$ cat src/rtl/host_cmd_engine.sv
// Host command engine: executes host register/memory commands one at a time
// and returns status-tagged responses on a valid/ready channel.
module host_cmd_engine #(
  parameter int NUM_REGS     = 6,
  parameter int REG_WORDS    = 2,
  parameter int NUM_MEMS     = 1,
  parameter int MEM_WORDS    = 1,
  parameter int ADDR_W       = 32,
  parameter int POLL_TIMEOUT = 1024
) (
  input  logic                                             clock,
  input  logic                                             reset,
  input  logic                                             cmd_valid,
  output logic                                             cmd_ready,
  input  logic [31:0]                                      cmd_opcode,
  input  logic [31:0]                                      cmd_id,
  input  logic [31:0]                                      cmd_mask,
  input  logic [ADDR_W-1:0]                                cmd_addr,
  input  logic [31:0]                                      cmd_data,
  input  logic [15:0]                                      cmd_len,
  output logic                                             rsp_valid,
  input  logic                                             rsp_ready,
  output logic [31:0]                                      rsp_data,
  output logic [1:0]                                       rsp_status,
  output logic                                             rsp_last,
  output logic                                             reg_wr,
  output logic                                             reg_rd,
  output logic [((NUM_REGS > 1) ? $clog2(NUM_REGS) : 1)-1:0]   reg_id,
  output logic [((REG_WORDS > 1) ? $clog2(REG_WORDS) : 1)-1:0] reg_word,
  output logic [31:0]                                      reg_wdata,
  input  logic [31:0]                                      reg_rdata,
  output logic                                             mem_req_valid,
  input  logic                                             mem_req_ready,
  output logic [((NUM_MEMS > 1) ? $clog2(NUM_MEMS) : 1)-1:0]   mem_id,
  output logic                                             mem_we,
  output logic [ADDR_W-1:0]                                mem_addr,
  output logic [MEM_WORDS-1:0]                             mem_wstrb,
  output logic [32*MEM_WORDS-1:0]                          mem_wdata,
  input  logic                                             mem_rsp_valid,
  input  logic [32*MEM_WORDS-1:0]                          mem_rdata
);

  localparam int RID_W  = (NUM_REGS > 1) ? $clog2(NUM_REGS) : 1;
  localparam int RWD_W  = (REG_WORDS > 1) ? $clog2(REG_WORDS) : 1;
  localparam int MID_W  = (NUM_MEMS > 1) ? $clog2(NUM_MEMS) : 1;
  localparam int LANE_W = (MEM_WORDS > 1) ? $clog2(MEM_WORDS) : 1;

  typedef enum logic [2:0] {IDLE, REG_RD, MEM_REQ, MEM_WAIT, POLL_RD, POLL_CHK, RESP} state_e;
  typedef enum logic [1:0] {ST_OK, ST_BAD_OPCODE, ST_BAD_ID_MASK, ST_TIMEOUT} status_e;

  state_e                  state_q;
  logic                    cmd_ready_q;
  logic                    rsp_valid_q, rsp_last_q;
  logic [31:0]             rsp_data_q;
  status_e                 rsp_status_q;
  logic                    reg_wr_q, reg_rd_q;
  logic [RID_W-1:0]        reg_id_q;
  logic [RWD_W-1:0]        reg_word_q;
  logic [31:0]             reg_wdata_q;
  logic                    mem_req_valid_q, mem_we_q;
  logic [MID_W-1:0]        mem_id_q;
  logic [ADDR_W-1:0]       mem_addr_q;
  logic [MEM_WORDS-1:0]    mem_wstrb_q;
  logic [32*MEM_WORDS-1:0] mem_wdata_q;
  logic                    is_burst_q;
  logic [31:0]             data_q;
  logic [LANE_W-1:0]       lane_q;
  logic [15:0]             beats_q;
  logic [31:0]             poll_cnt_q;

  logic        accept;
  logic        reg_ok, mem_ok;
  logic        op_wr_reg, op_rd_reg, op_wr_mem;
  state_e      dec_state_d;
  status_e     dec_status_d;
  logic [31:0] dec_data_d;
  logic [31:0] lane_data_d;

  assign accept    = cmd_valid && cmd_ready_q;
  assign reg_ok    = (cmd_id < 32'(NUM_REGS)) && (cmd_mask < 32'(REG_WORDS));
  assign mem_ok    = (cmd_id < 32'(NUM_MEMS)) && (cmd_mask < 32'(MEM_WORDS));
  assign op_wr_reg = (cmd_opcode == 32'd1);
  assign op_rd_reg = (cmd_opcode == 32'd2);
  assign op_wr_mem = (cmd_opcode == 32'd3);

  // Decode of the presented command, consumed only in the acceptance cycle.
  // NOTE: every always_comb output gets a default first so no latch is inferred.
  always_comb begin
    dec_state_d  = RESP;
    dec_status_d = ST_OK;
    dec_data_d   = '0;
    case (cmd_opcode)
      32'd0:               dec_data_d = 32'hdeadbeef;
      32'd1, 32'd2:        if (reg_ok) dec_state_d = REG_RD;  else dec_status_d = ST_BAD_ID_MASK;
      32'd3, 32'd4, 32'd5: if (mem_ok) dec_state_d = MEM_REQ; else dec_status_d = ST_BAD_ID_MASK;
      32'd6:               if (reg_ok) dec_state_d = POLL_RD; else dec_status_d = ST_BAD_ID_MASK;
      default:             dec_status_d = ST_BAD_OPCODE;
    endcase
  end

  always_comb begin
    lane_data_d = '0;
    for (int i = 0; i < MEM_WORDS; i++) begin
      if (lane_q == LANE_W'(i)) lane_data_d = mem_rdata[i*32 +: 32];
    end
  end

  // NOTE: state and every registered output update with non-blocking assignments only.
  always_ff @(posedge clock or negedge reset) begin
    if (!reset) begin
      state_q         <= IDLE;
      cmd_ready_q     <= 1'b0;
      rsp_valid_q     <= 1'b0;
      rsp_last_q      <= 1'b0;
      rsp_data_q      <= '0;
      rsp_status_q    <= ST_OK;
      reg_wr_q        <= 1'b0;
      reg_rd_q        <= 1'b0;
      reg_id_q        <= '0;
      reg_word_q      <= '0;
      reg_wdata_q     <= '0;
      mem_req_valid_q <= 1'b0;
      mem_we_q        <= 1'b0;
      mem_id_q        <= '0;
      mem_addr_q      <= '0;
      mem_wstrb_q     <= '0;
      mem_wdata_q     <= '0;
      is_burst_q      <= 1'b0;
      data_q          <= '0;
      lane_q          <= '0;
      beats_q         <= '0;
      poll_cnt_q      <= '0;
    end else begin
      case (state_q)
        IDLE: begin
          cmd_ready_q <= !accept;
          if (accept) begin
            state_q         <= dec_state_d;
            rsp_valid_q     <= (dec_state_d == RESP);
            rsp_data_q      <= dec_data_d;
            rsp_status_q    <= dec_status_d;
            rsp_last_q      <= 1'b1;
            is_burst_q      <= (cmd_opcode == 32'd5);
            data_q          <= cmd_data;
            lane_q          <= cmd_mask[LANE_W-1:0];
            beats_q         <= (cmd_len == 16'd0) ? 16'd1 : cmd_len;
            poll_cnt_q      <= '0;
            reg_id_q        <= cmd_id[RID_W-1:0];
            reg_word_q      <= cmd_mask[RWD_W-1:0];
            reg_wdata_q     <= cmd_data;
            reg_wr_q        <= (dec_state_d == REG_RD) && op_wr_reg;
            reg_rd_q        <= ((dec_state_d == REG_RD) && op_rd_reg) || (dec_state_d == POLL_RD);
            mem_id_q        <= cmd_id[MID_W-1:0];
            mem_addr_q      <= cmd_addr;
            mem_wdata_q     <= {MEM_WORDS{cmd_data}};
            mem_req_valid_q <= (dec_state_d == MEM_REQ);
            mem_we_q        <= (dec_state_d == MEM_REQ) && op_wr_mem;
            mem_wstrb_q     <= ((dec_state_d == MEM_REQ) && op_wr_mem) ?
                               (MEM_WORDS'(1) << cmd_mask[LANE_W-1:0]) : '0;
          end
        end
        // Strobe cycle for writes and reads; a read then waits one cycle for reg_rdata.
        REG_RD: begin
          if (reg_wr_q) begin
            reg_wr_q    <= 1'b0;
            rsp_data_q  <= '0;
            rsp_valid_q <= 1'b1;
            state_q     <= RESP;
          end else if (reg_rd_q) begin
            reg_rd_q <= 1'b0;
          end else begin
            rsp_data_q  <= reg_rdata;
            rsp_valid_q <= 1'b1;
            state_q     <= RESP;
          end
        end
        MEM_REQ: begin
          if (mem_req_ready) begin
            mem_req_valid_q <= 1'b0;
            mem_we_q        <= 1'b0;
            mem_wstrb_q     <= '0;
            if (mem_we_q) begin
              rsp_data_q  <= '0;
              rsp_valid_q <= 1'b1;
              state_q     <= RESP;
            end else begin
              state_q <= MEM_WAIT;
            end
          end
        end
        MEM_WAIT: begin
          if (mem_rsp_valid) begin
            rsp_data_q  <= lane_data_d;
            rsp_last_q  <= !is_burst_q || (beats_q == 16'd1);
            rsp_valid_q <= 1'b1;
            state_q     <= RESP;
          end
        end
        POLL_RD: begin
          reg_rd_q <= 1'b0;
          state_q  <= POLL_CHK;
        end
        POLL_CHK: begin
          poll_cnt_q <= poll_cnt_q + 32'd1;
          rsp_data_q <= reg_rdata;
          if (reg_rdata == data_q) begin
            rsp_status_q <= ST_OK;
            rsp_valid_q  <= 1'b1;
            state_q      <= RESP;
          end else if (poll_cnt_q == 32'(POLL_TIMEOUT - 1)) begin
            rsp_status_q <= ST_TIMEOUT;
            rsp_valid_q  <= 1'b1;
            state_q      <= RESP;
          end else begin
            reg_rd_q <= 1'b1;
            state_q  <= POLL_RD;
          end
        end
        RESP: begin
          if (rsp_ready) begin
            rsp_valid_q <= 1'b0;
            if (is_burst_q && !rsp_last_q) begin
              beats_q         <= beats_q - 16'd1;
              mem_addr_q      <= mem_addr_q + ADDR_W'(1);
              mem_req_valid_q <= 1'b1;
              state_q         <= MEM_REQ;
            end else begin
              state_q <= IDLE;
            end
          end
        end
        default: state_q <= IDLE;
      endcase
    end
  end

  assign cmd_ready     = cmd_ready_q;
  assign rsp_valid     = rsp_valid_q;
  assign rsp_data      = rsp_data_q;
  assign rsp_status    = rsp_status_q;
  assign rsp_last      = rsp_last_q;
  assign reg_wr        = reg_wr_q;
  assign reg_rd        = reg_rd_q;
  assign reg_id        = reg_id_q;
  assign reg_word      = reg_word_q;
  assign reg_wdata     = reg_wdata_q;
  assign mem_req_valid = mem_req_valid_q;
  assign mem_id        = mem_id_q;
  assign mem_we        = mem_we_q;
  assign mem_addr      = mem_addr_q;
  assign mem_wstrb     = mem_wstrb_q;
  assign mem_wdata     = mem_wdata_q;

endmodule

$ cat config.mk
export PLATFORM = sky130hd
export DESIGN_NAME = host_cmd_engine
export DESIGN_NICKNAME = d
export VERILOG_FILES = /design/src/rtl/host_cmd_engine.sv
export SDC_FILE = /design/constraint.sdc
export NUM_CORES = 1
export LEC_CHECK = 0
export CAP_MARGIN = 20
export CORE_ASPECT_RATIO = 0.6
export CORE_UTILIZATION = 43
export CTS_BUF_LIST = sky130_fd_sc_hd__clkbuf_16
export CTS_CLUSTER_SIZE = 25
export DETAILED_ROUTE_END_ITERATION = 10
export PLACE_DENSITY = 0.81
export RECOVER_POWER = 50
export SYNTH_ARGS = -nofsm -noshare
export SYNTH_HDL_FRONTEND = slang
export SYNTH_SLANG_ARGS = --single-unit
$ cat constraint.sdc
create_clock -name clock -period 2.4 [get_ports clock]
set_input_delay 0.72 -clock clock [delete_from_list [all_inputs] [get_ports clock]]
set_output_delay 0.72 -clock clock [all_outputs]
set_load 0.02 [all_outputs]
Word level (Yosys, flattened, before mapping)
Index checks and enable logic that the tools add are counted.
{ "op_classes": {"addsub": 3, "magnitude_cmp": 4, "n_eq_ne": 30, "shift": 1, "mux": 72, "reduce_logical": 39} }
{ "op_table": {"columns": ["operator", "count"], "rows": [
  ["$mux W32", 12],
  ["$pmux W32 S5", 1],
  ["$pmux W32 S2", 2],
  ["$eq A32 B3 Y1 const B", 3],
  ["$add A32 B1 Y32 const B", 2],
  ["$eq A32 B2 Y1 const B", 2],
  ["$lt A32 B1 Y1 const B", 2],
  ["$mux W16", 4],
  ["$eq A32 B1 Y1 const B", 1],
  ["$eq A32 B10 Y1 const B", 1],
  ["$eq A32 B32 Y1", 1],
  ["$logic_not A32 Y1", 1],
  ["$lt A32 B2 Y1 const B", 1],
  ["$lt A32 B3 Y1 const B", 1],
  ["$pmux W16 S2", 1],
  ["$mux W3", 9],
  ["$mux W1", 23],
  ["$pmux W3 S7", 1],
  ["$mux W2", 9],
  ["$ne A2 B2 Y1 const B", 9],
  ["$eq A16 B1 Y1 const B", 1],
  ["$logic_not A16 Y1", 1],
  ["$sub A16 B1 Y16 const B", 1],
  ["$eq A3 B3 Y1 const B", 5],
  ["28 further kinds", 55]
]} }
{ "totals": {"regBits": 163, "in_bits": 246, "out_inout_bits": 143} }

Longest topological paths before layout
Gate-level depths: netlist of the first run.
{ "depth": {"ltp_word": 9, "depth_mapped": 9, "ltp_nobuf": 8} }

Worst setup path after synthesis of the first run
OpenSTA, ideal clock, no wires.
{ "synth_path": {"kind": "input to register", "from": "input port cmd_id[6]", "to": "register mem_we_q (netlist: mem_we)", "setup_ns": 0.067, "arrival_ns": 2.883, "required_ns": 2.333, "path_slack_ns": -0.550, "path_stages": 7, "cell_sequence": "or4_1 > nor2_1 > nand3_1 > or4_4 > or4b_1 > or4_1 > nand2_1"} }
{ "synth_between": {"elab_chain_cells": 8, "elab_cells_between_ends": 12, "classes_between": "order compare: 2; eq/ne: 1; mux: 6; reduce/logical: 3"} }
{ "synth_rtl": {"columns": ["item", "line_no", "source"], "rows": [
  ["from (decl)", "16", "input logic [31:0] cmd_id,"],
  ["$lt A32 B3 Y1 or $lt A32 B1 Y1 (tied branches)", "80, 81", null],
  ["$logic_and A1 B1 Y1, on equally long branches", "80, 81", null],
  ["$mux W3 (tied with other cells)", "94", "32'd1, 32'd2: if (reg_ok) dec_state_d = REG_RD; else dec_status_d = ST_BAD_ID_MASK;"],
  ["$pmux W3 S3 (*)", "92", "case (cmd_opcode)"],
  ["$eq A3 B2 Y1 (*)", "157", "mem_we_q <= (dec_state_d == MEM_REQ) && op_wr_mem;"],
  ["$logic_and A1 B1 Y1 (*)", "157", null],
  ["$mux W1 (*)", "137", "if (accept) begin"],
  ["$pmux W1 S2 (*)", "134", "case (state_q)"],
  ["to (signal assigned)", "157", null],
  ["to (decl)", "60", "logic mem_req_valid_q, mem_we_q;"]
]} }
Every way passes the cells marked *; elsewhere a longest branch is shown, timed or not. The select of a mux whose other input is x is not followed.
A chain may end at the register's enable or synchronous reset.

Final worst setup path of the first run
{ "layout_path": {"from": "input port cmd_id[7]", "to": "register mem_wstrb_q (netlist: mem_wstrb)"} }
{ "layout_between": {"elab_chain_cells": 9, "elab_cells_between_ends": 13, "classes_between": "order compare: 2; eq/ne: 1; mux: 7; reduce/logical: 3"} }
{ "layout_rtl": {"columns": ["item", "line_no", "source"], "rows": [
  ["$lt A32 B3 Y1 or $lt A32 B1 Y1 (tied branches)", "80, 81", null],
  ["$logic_and A1 B1 Y1, on equally long branches", "80, 81", null],
  ["$mux W3 (tied with other cells)", "94", null],
  ["$pmux W3 S3 (*)", "92", null],
  ["$eq A3 B2 Y1 (*)", "158", "mem_wstrb_q <= ((dec_state_d == MEM_REQ) && op_wr_mem) ?"],
  ["$logic_and A1 B1 Y1 (*)", "158", null],
  ["$mux W1 (*)", "158", null],
  ["$mux W1 (*)", "137", null],
  ["$pmux W1 S2 (*)", "134", null],
  ["to (signal assigned)", "158", null],
  ["to (decl)", "63", "logic [MEM_WORDS-1:0] mem_wstrb_q;"]
]} }
Marked as above.

==> metrics.md, run 1 <==
| Metric | Value |
|---|---|
| Status | `finished, violations left` |
| Failing checks | `capacitance limit, slew limit, setup timing` |
| Synth area leader | `dfrtp_1` |
| Final worst slack | `-0.409 ns` |
| Required @ worst endpoint | `around 2.8 ns` |
| Top_reg_cell synth | `dfrtp_1` |
| Finished Layout Cells | `1,803` |
| Multiplexer share of the synthesized area | `between 1 and 1.5%` |
| Gpl congestion | `roughly 0.93` |
| Xor/xnor share of the synthesized area | `under 10%` |
| Fraction of layout cells with a size suffix above 1 | `roughly an eighth` |
| Yosys top cell area share | `about 45%` |
| Endpoints failing hold | `0` |
| Routed vias/inst | `5.62` |
| LEAKAGE | `6.21 nW` |
| PD cells | `1200 nW/µm²` |
| Root buffer cell | `clkbuf_16` |
| DRT Pass-1 Iters | `7` |
| Hold path startpoint | `reg_id[1]` |
| Slew HR | `-8.40%` |
| Starting DRT DRC Count | `between 900 and 1,000` |
| Syn avg cell area | `roughly 8.3 µm²` |
| Core Rows | `40` |
| Seq cells post-synth | `162` |
| Warnings from Yosys | `0` |
| Nets | `roughly 1,800` |
| Worst Setup Path Type | `primary input to flop` |
| Area share of fa/ha/maj cells after synthesis | `0.558%` |
| Max stage delay on crit path | `0.55 ns` |
| Net Sw Frac | `approximately 44%` |
| Vias in the first global route | `9,715` |
| GR Util All Layers | `a little under a third` |
| Synth area leaders | `dfrtp_1 45%, nand2_1 8.4%, a21oi_1 6.3%` |
| Switching power total | `about 7.6 mW` |
| Clk Latency, worst-skew pair | `0.44 ns` |
| Initial antenna violation count | `0` |
| Crit path time final | `approximately 2.8 ns` |
| Main combinational cell family by area after synthesis | `simple AND/OR/NAND/NOR gates` |
| Syn Inst Count | `1,086` |
| Utilization after layout | `a little under three quarters` |
| Comb pwr share | `about 54%` |
| Library cells used by synthesis | `56` |
| Max Fanout on Critical Path | `3` |
| Ys async rst share | `100%` |
| Post-synthesis simple-gate area fraction | `24.3%` |
| Final Cycle Share | `117%` |
| CP Capture Type | `flop` |
| Count of final setup violators | `55` |
| Sequential-to-total area share from yosys stat | `about 45%` |
| CTS Buf Count | `17` |
| Core area | `20,200 µm²` |
| Drt wl/cell | `19.1 µm` |
| Worst setup path startpoint | `cmd_id[7]` |
| Count of input and output buffers | `slightly below 400` |
| DP HPWL | `approximately 25,000 µm` |
| Remaining antenna violation count | `0` |
| WL final | `34,500 µm` |
| Most frequent CP cell | `or4_4` |
| CTS tree | `built` |
| Layout area overhead | `61.8%` |
| First-pass GRT wire length | `between 50,000 and 60,000 µm` |
| Via total after detailed routing | `around 10,000` |
| Net count after synthesis | `1,336` |
| Crit path max-delay cell type | `or4_4` |
| Ant. Diodes | `0` |
| Die H | `~110 µm` |
| Internal power | `between 9 and 10 mW` |
| Synthesized cell area | `8980 µm²` |
| Drt drc | `0` |
| Reg-to-reg startpoint | `state_q[1]` |
| Hold_ws | `0.475 ns` |
| H-tree Lvls | `4` |
| Clk sink count | `~160` |
| Grt ovf | `0` |
| IO Count | `~390` |
| Chip width | `around 190 µm` |
| CTS Hold Bufs | `0` |
| Hold WC Path Type | `flop to flop` |
| Reg clk slew, reported paths | `roughly 0.07 ns` |
| DP Cell Count | `approximately 1,800` |
| Pin slew with the least headroom to its limit | `1.63 ns` |
| Crit path DAT | `around 3.2 ns` |
| Max Slew Vio Count | `31` |
| Commonest cells after routing, fill and taps aside | `322 x clkdlybuf4s50_1, 199 x nand2_1, 162 x dfrtp_1` |
| Clock buffer depth | `2` |
| Compound-Gate Fraction of Synth Area | `approximately a fifth` |
| Critical Path Start Type | `primary input` |
| RSZ-0062 raised after global routing | `true` |
| Crit path cell chain | `buf_6 > or4_4 > nor2_2 > nand3_1 > or4_4 > or4b_4 > or4_4 > nand2_1` |
| EDFF count, synth | `0` |
| Largest net degree at the start of global routing | `50` |
| Initial Utilization | `44.4%` |
| Die Area | `between 20,000 and 25,000 µm²` |
| Worst vdd ir | `0.719 mV` |
| Max cap viols | `1` |
| Reg power frac | `approximately 30%` |
| Max Freq | `between 300 and 400 MHz` |
| Layout Skew | `0.0101 ns` |
| Most common cell after layout, fill and taps aside | `clkdlybuf4s50_1` |
| Clock Power Share | `roughly 16%` |
-- cell type report --
| cell class | instances | area, µm² |
|---|---|---|
| clock buffers | 17 | 425 |
| clock inverters | 15 | 165 |
| fillers | 1549 | 5690 |
| inverters | 16 | 60.1 |
| multi-input cells | 814 | 4670 |
| flip-flops and latches | 162 | 4050 |
| well taps | 273 | 342 |
| repair buffers | 506 | 4810 |
-- cell families (layout without fill, tap and decap cells) --
logic type,count (synthesis),in the layout
and+or+nand+nor,470,470
buffers and inverters,110,554
muxes,12,12
xor gates and xnor gates,34,34
AOI/OAI and AO/OA,294,294
adders and majority gates,4,4
DFF,162,162
-- worst paths after layout --
kind / end / slack (ns) / cells after the start
worst max-delay path: mem_wstrb / -0.41 / 8
max in group asynchronous: poll_cnt_q[17] / 0.27 / 2
worst min-delay path: reg_id[1] / 0.48 / 2
worst min register to register: reg_id[1] / 0.48 / 2
min in group asynchronous: rsp_data[4] / 0.69 / 1
worst max register to register: poll_cnt_q[11] / -0.10 / 8
-- critical path: cells and delay by family --
family / cells / cell delay, ns
buffers and inverters: 1 / 0.09
AND/OR/NAND/NOR: 7 / 2.38
-- synthesized netlist by cell type (24+ instances only) --
| cell | count |
|---|---|
| a21oi_1 | 113 |
| a22oi_1 | 37 |
| buf_4 | 33 |
| clkbuf_1 | 57 |
| dfrtp_1 | 162 |
| nand2_1 | 202 |
| nand3_1 | 45 |
| nor2_1 | 84 |
| nor3_1 | 24 |
| nor4_1 | 36 |
| o21ai_0 | 75 |
| xor2_1 | 33 |
-- metrics by stage --
step	area (µm²)	TNS, ns	setup slack, ns	power [mW]
after floorplan	8980	-3.30	-0.548	9.93
after global placement	13700	-32.57	-1.08	14.1
after detailed placement	13700	-33.84	-1.07	14.3
after CTS	14300	-2.05	-0.372	17.3
after global routing	14500	-24.64	-0.436	18.4
final	14500	-4.69	-0.409	17.4
-- flip-flops by register name, indices dropped and copies added (netlist names), 2 cells and up --
register / count
beats_q: 16
poll_cnt_q: 32
rsp_data: 32
rsp_status: 2
state_q: 3
mem_addr: 32
reg_id: 3
data_q: 32
-- repair_timing --
action / 4_1_cts / 5_1_grt
pin swaps: 23 / 21
buffers inserted: 2 / 5
gates resized for setup: 73 / 48
setup endpoints to repair: 11 / 30
-- power groups by stage --
stage	registers (mW)	logic [mW]	clock network [mW]
after floorplan	6.04	3.89	0
after global placement	5.09	9.01	0
after detailed placement	5.14	9.20	0
after CTS	5.15	9.27	2.84
after global routing	5.34	10.1	2.96
final	5.19	9.38	2.82
-- metal layers --
metal | global-route usage, % | routed length [µm] | vias up
met5 | 0 | 0 | -
met4 | 7.85 | 540 | 0
met3 | 8.49 | 3080 | 57
met2 | 48.5 | 15900 | 500
met1 | 44.2 | 15000 | 4858
li1 | - | - | 4721
(Power assumes the default switching activity.)
==> run 2: changes to the inputs <==
--- a/config.mk
+++ b/config.mk
@@ -13,6 +13,7 @@
 export DETAILED_ROUTE_END_ITERATION = 10
 export PLACE_DENSITY = 0.81
 export RECOVER_POWER = 50
+export SLEW_MARGIN = 10
 export SYNTH_ARGS = -nofsm -noshare
 export SYNTH_HDL_FRONTEND = slang
 export SYNTH_SLANG_ARGS = --single-unit
==> results of run 2 <==
The final DEF is identical to that of run 1; final timing and power are the same.
==> run 3: changes to the inputs <==
--- a/config.mk
+++ b/config.mk
@@ -5,13 +5,14 @@
 export SDC_FILE = /design/constraint.sdc
 export NUM_CORES = 1
 export LEC_CHECK = 0
+export ABC_AREA = 1
 export CAP_MARGIN = 20
 export CORE_ASPECT_RATIO = 0.6
-export CORE_UTILIZATION = 43
+export CORE_UTILIZATION = 45
 export CTS_BUF_LIST = sky130_fd_sc_hd__clkbuf_16
 export CTS_CLUSTER_SIZE = 25
 export DETAILED_ROUTE_END_ITERATION = 10
-export PLACE_DENSITY = 0.81
+export PLACE_DENSITY = 0.82
 export RECOVER_POWER = 50
 export SLEW_MARGIN = 10
 export SYNTH_ARGS = -nofsm -noshare
==> run 3 against run 2 <==
The run now ends clean. Setup slack improved by 0.49 ns. Cell count increased by 16%. Critical path depth is 7 lower. Clock power is 6% lower. Critical endpoint is now reg_wdata[20].
==> metrics.md, run 3 <==
| Metric | Value |
|---|---|
| Seq cells post-synth | `162` |
| First-pass GRT wire length | `55,800 µm` |
| Synth area leader | `dfrtp_1` |
| Vias in the first global route | `10,500` |
| Count of input and output buffers | `388` |
| LEAKAGE | `about 6.5 nW` |
| Xor/xnor share of the synthesized area | `about 3.9%` |
| Syn avg cell area | `7.12 µm²` |
| CTS tree | `built` |
| Die Area | `~23,000 µm²` |
| Net count after synthesis | `1,647` |
| Endpoints failing hold | `0` |
| DRT Pass-1 Iters | `6` |
| Crit path DAT | `approximately 1.6 ns` |
| Crit path max-delay cell type | `clkdlybuf4s50_1` |
| Library cells used by synthesis | `46` |
| Root buffer cell | `clkbuf_16` |
| Die H | `~120 µm` |
| Drt drc | `0` |
| Fraction of layout cells with a size suffix above 1 | `under 10%` |
| Top_reg_cell synth | `dfrtp_1` |
| Final Cycle Share | `between 90% and 100%` |
| Most common cell after layout, fill and taps aside | `clkdlybuf4s50_1` |
| Core area | `approximately 21,000 µm²` |
| Count of final setup violators | `0` |
| Initial Utilization | `46.6%` |
| Worst vdd ir | `a little over 0.7 mV` |
| Crit path cell chain | `clkdlybuf4s50_1` |
| Initial antenna violation count | `1` |
| CP delay by family, top | `buffers and inverters` |
| Main combinational cell family by area after synthesis | `simple AND/OR/NAND/NOR gates` |
| Remaining antenna violation count | `0` |
| WL final | `between 30,000 and 40,000 µm` |
| Max Fanout on Critical Path | `4` |
| Max Freq | `431 MHz` |
| Nets | `around 2,000` |
| Pin slew with the least headroom to its limit | `between 1 and 1.5 ns` |
| Max stage delay on crit path | `just over 0.7 ns` |
| Worst Setup Path Type | `flop to output pin` |
| Post-synthesis simple-gate area fraction | `a little under a third` |
| Synth area leaders | `dfrtp_1 41%, nand2_1 14%, nor2_1 8.1%` |
| CP Capture Type | `output pin` |
| Area share of fa/ha/maj cells after synthesis | `0.503%` |
| Core Rows | `a little over 40` |
| Multiplexer share of the synthesized area | `0.705%` |
| Final worst slack | `roughly 0.08 ns` |
| Placed inst area | `approximately 14,000 µm²` |
| Top post-synthesis cells by count | `358 x nand2_1, 215 x nor2_1, 162 x dfrtp_1, 113 x inv_1, 99 x o21ai_0` |
| Count leader, synth | `nand2_1` |
| Ys async rst share | `100%` |
| DP HPWL | `28,600 µm` |
| Worst path bufs/invs | `1` |
| IO Count | `roughly 390` |
| Clock buffer depth | `2` |
| Synthesized cell area | `just under 10,000 µm²` |
| PD cells | `roughly 1200 nW/µm²` |
| Layout Skew | `roughly 0.013 ns` |
| Status | `completed` |
| RSZ-0062 raised after global routing | `false` |
| GR Util All Layers | `31.9%` |
| Via total after detailed routing | `roughly 11,000` |
| Max Slew Vio Count | `0` |
| Required @ worst endpoint | `1.68 ns` |
| Gpl congestion | `slightly below 1` |
| Drt wl/cell | `between 15 and 20 µm` |
| Routed vias/inst | `5.35` |
| Compound-Gate Fraction of Synth Area | `between 10% and 20%` |
| Chip width | `~190 µm` |
| Layout area overhead | `49.3%` |
| H-tree Lvls | `4` |
| Slew HR | `between 20% and 30%` |
| Crit path time final | `2.32 ns` |
| EDFF count, synth | `0` |
| Max cap viols | `0` |
| Reg clk slew, reported paths | `around 0.060 ns` |
| Syn Inst Count | `~1,400` |
| Hold WC Path Type | `primary input to async pin` |
| Grt ovf | `0` |
| Largest net degree at the start of global routing | `54` |
| Pre-CTS setup slack | `-0.298 ns` |
| Sequential-to-total area share from yosys stat | `~41%` |
| Clk Latency, worst-skew pair | `0.44 ns` |
| Clk sink count | `162` |
| Yosys top cell area share | `roughly 41%` |
| Starting DRT DRC Count | `about 1,100` |
| Warnings from Yosys | `0` |
| Critical Path Start Type | `flop` |
| Post-route cell area | `around 15,000 µm²` |
| Fillcell total | `between 1,500 and 2,000` |
| CTS Buf Count | `17` |
| CTS Hold Bufs | `0` |
| Commonest cells after routing, fill and taps aside | `383 x clkdlybuf4s50_1, 357 x nand2_1, 211 x nor2_1` |
-- run 3: logic make-up after synthesis --
logic type | count (synthesis)
XOR/XNOR | 44
AO/OA/AOI/OAI | 248
buffers and inverters | 200
AND/OR/NAND/NOR | 732
multiplexers | 7
adder cells (fa/ha/maj) | 4
flip-flops | 162
-- run 3: final timing paths --
check                           start       endpoint  slack, ns  cells past startpoint
setup reg to reg           state_q[0]    rsp_data[8]       0.18                      9
max in group asynchronous       reset  poll_cnt_q[5]       0.45                      2
setup / recovery           data_q[20]  reg_wdata[20]       0.08                      1
min in group clock          reg_id[1]      reg_id[1]       0.48                      2
hold / removal                  reset   mem_addr[21]       0.47                      1
hold reg to reg             reg_id[1]      reg_id[1]       0.48                      2
-- run 3: metal layers --
layer | up-vias | track usage (%) | wire length (µm) | part of all wire [%]
li1 | 5353 | - | - | -
met2 | 618 | 51.7 | 16800 | 46
met1 | 5133 | 41.6 | 15100 | 41
met3 | 64 | 8.91 | 3760 | 10
met5 | - | 0 | 0 | 0
met4 | 0 | 11.0 | 954 | 2.6
-- run 3: cell type report --
cell class                      count  area (µm²)  area share (%)
Clock buffer                       17         425            2.87
Sequential cell                   162        4050            27.3
Antenna cell                        1        2.50          0.0169
Inverter                          119         449            3.03
Timing Repair Buffer              462        4460            30.0
Clock inverter                     13         123           0.826
Multi-Input combinational cell   1035        4980            33.6
Tap cell                          279         349            2.35
-- run 3: what timing repair did --
action	in CTS	in global routing
hold endpoints to repair	0	0
endpoints found under the setup margin	0	15
gates resized for setup	0	7
setup buffers	0	0
-- run 3: metrics by stage --
| step | util [%] | TNS (ns) | cells | total power [mW] | hold WS (ns) |
|---|---|---|---|---|---|
| 2_1_floorplan | - | 0 | 1397 | 10.7 | 0.424 |
| 3_3_place_gp | 67.2 | -7.46 | 2057 | 14.8 | 0.467 |
| 3_5_place_dp | 67.2 | -9.15 | 2057 | 15.0 | 0.474 |
| 4_1_cts | 69.8 | 0 | 2087 | 17.7 | 0.195 |
| 5_1_grt | 69.5 | 0 | 2088 | 18.8 | 0.514 |
| 6_report | 69.5 | 0 | 2088 | 17.7 | 0.471 |
-- run 3: power breakdown --
group | switching (mW) | total, mW | internal [mW]
clock network | 1.14 | 2.64 | 1.50
logic | 5.63 | 9.83 | 4.20
registers | 1.27 | 5.21 | 3.94
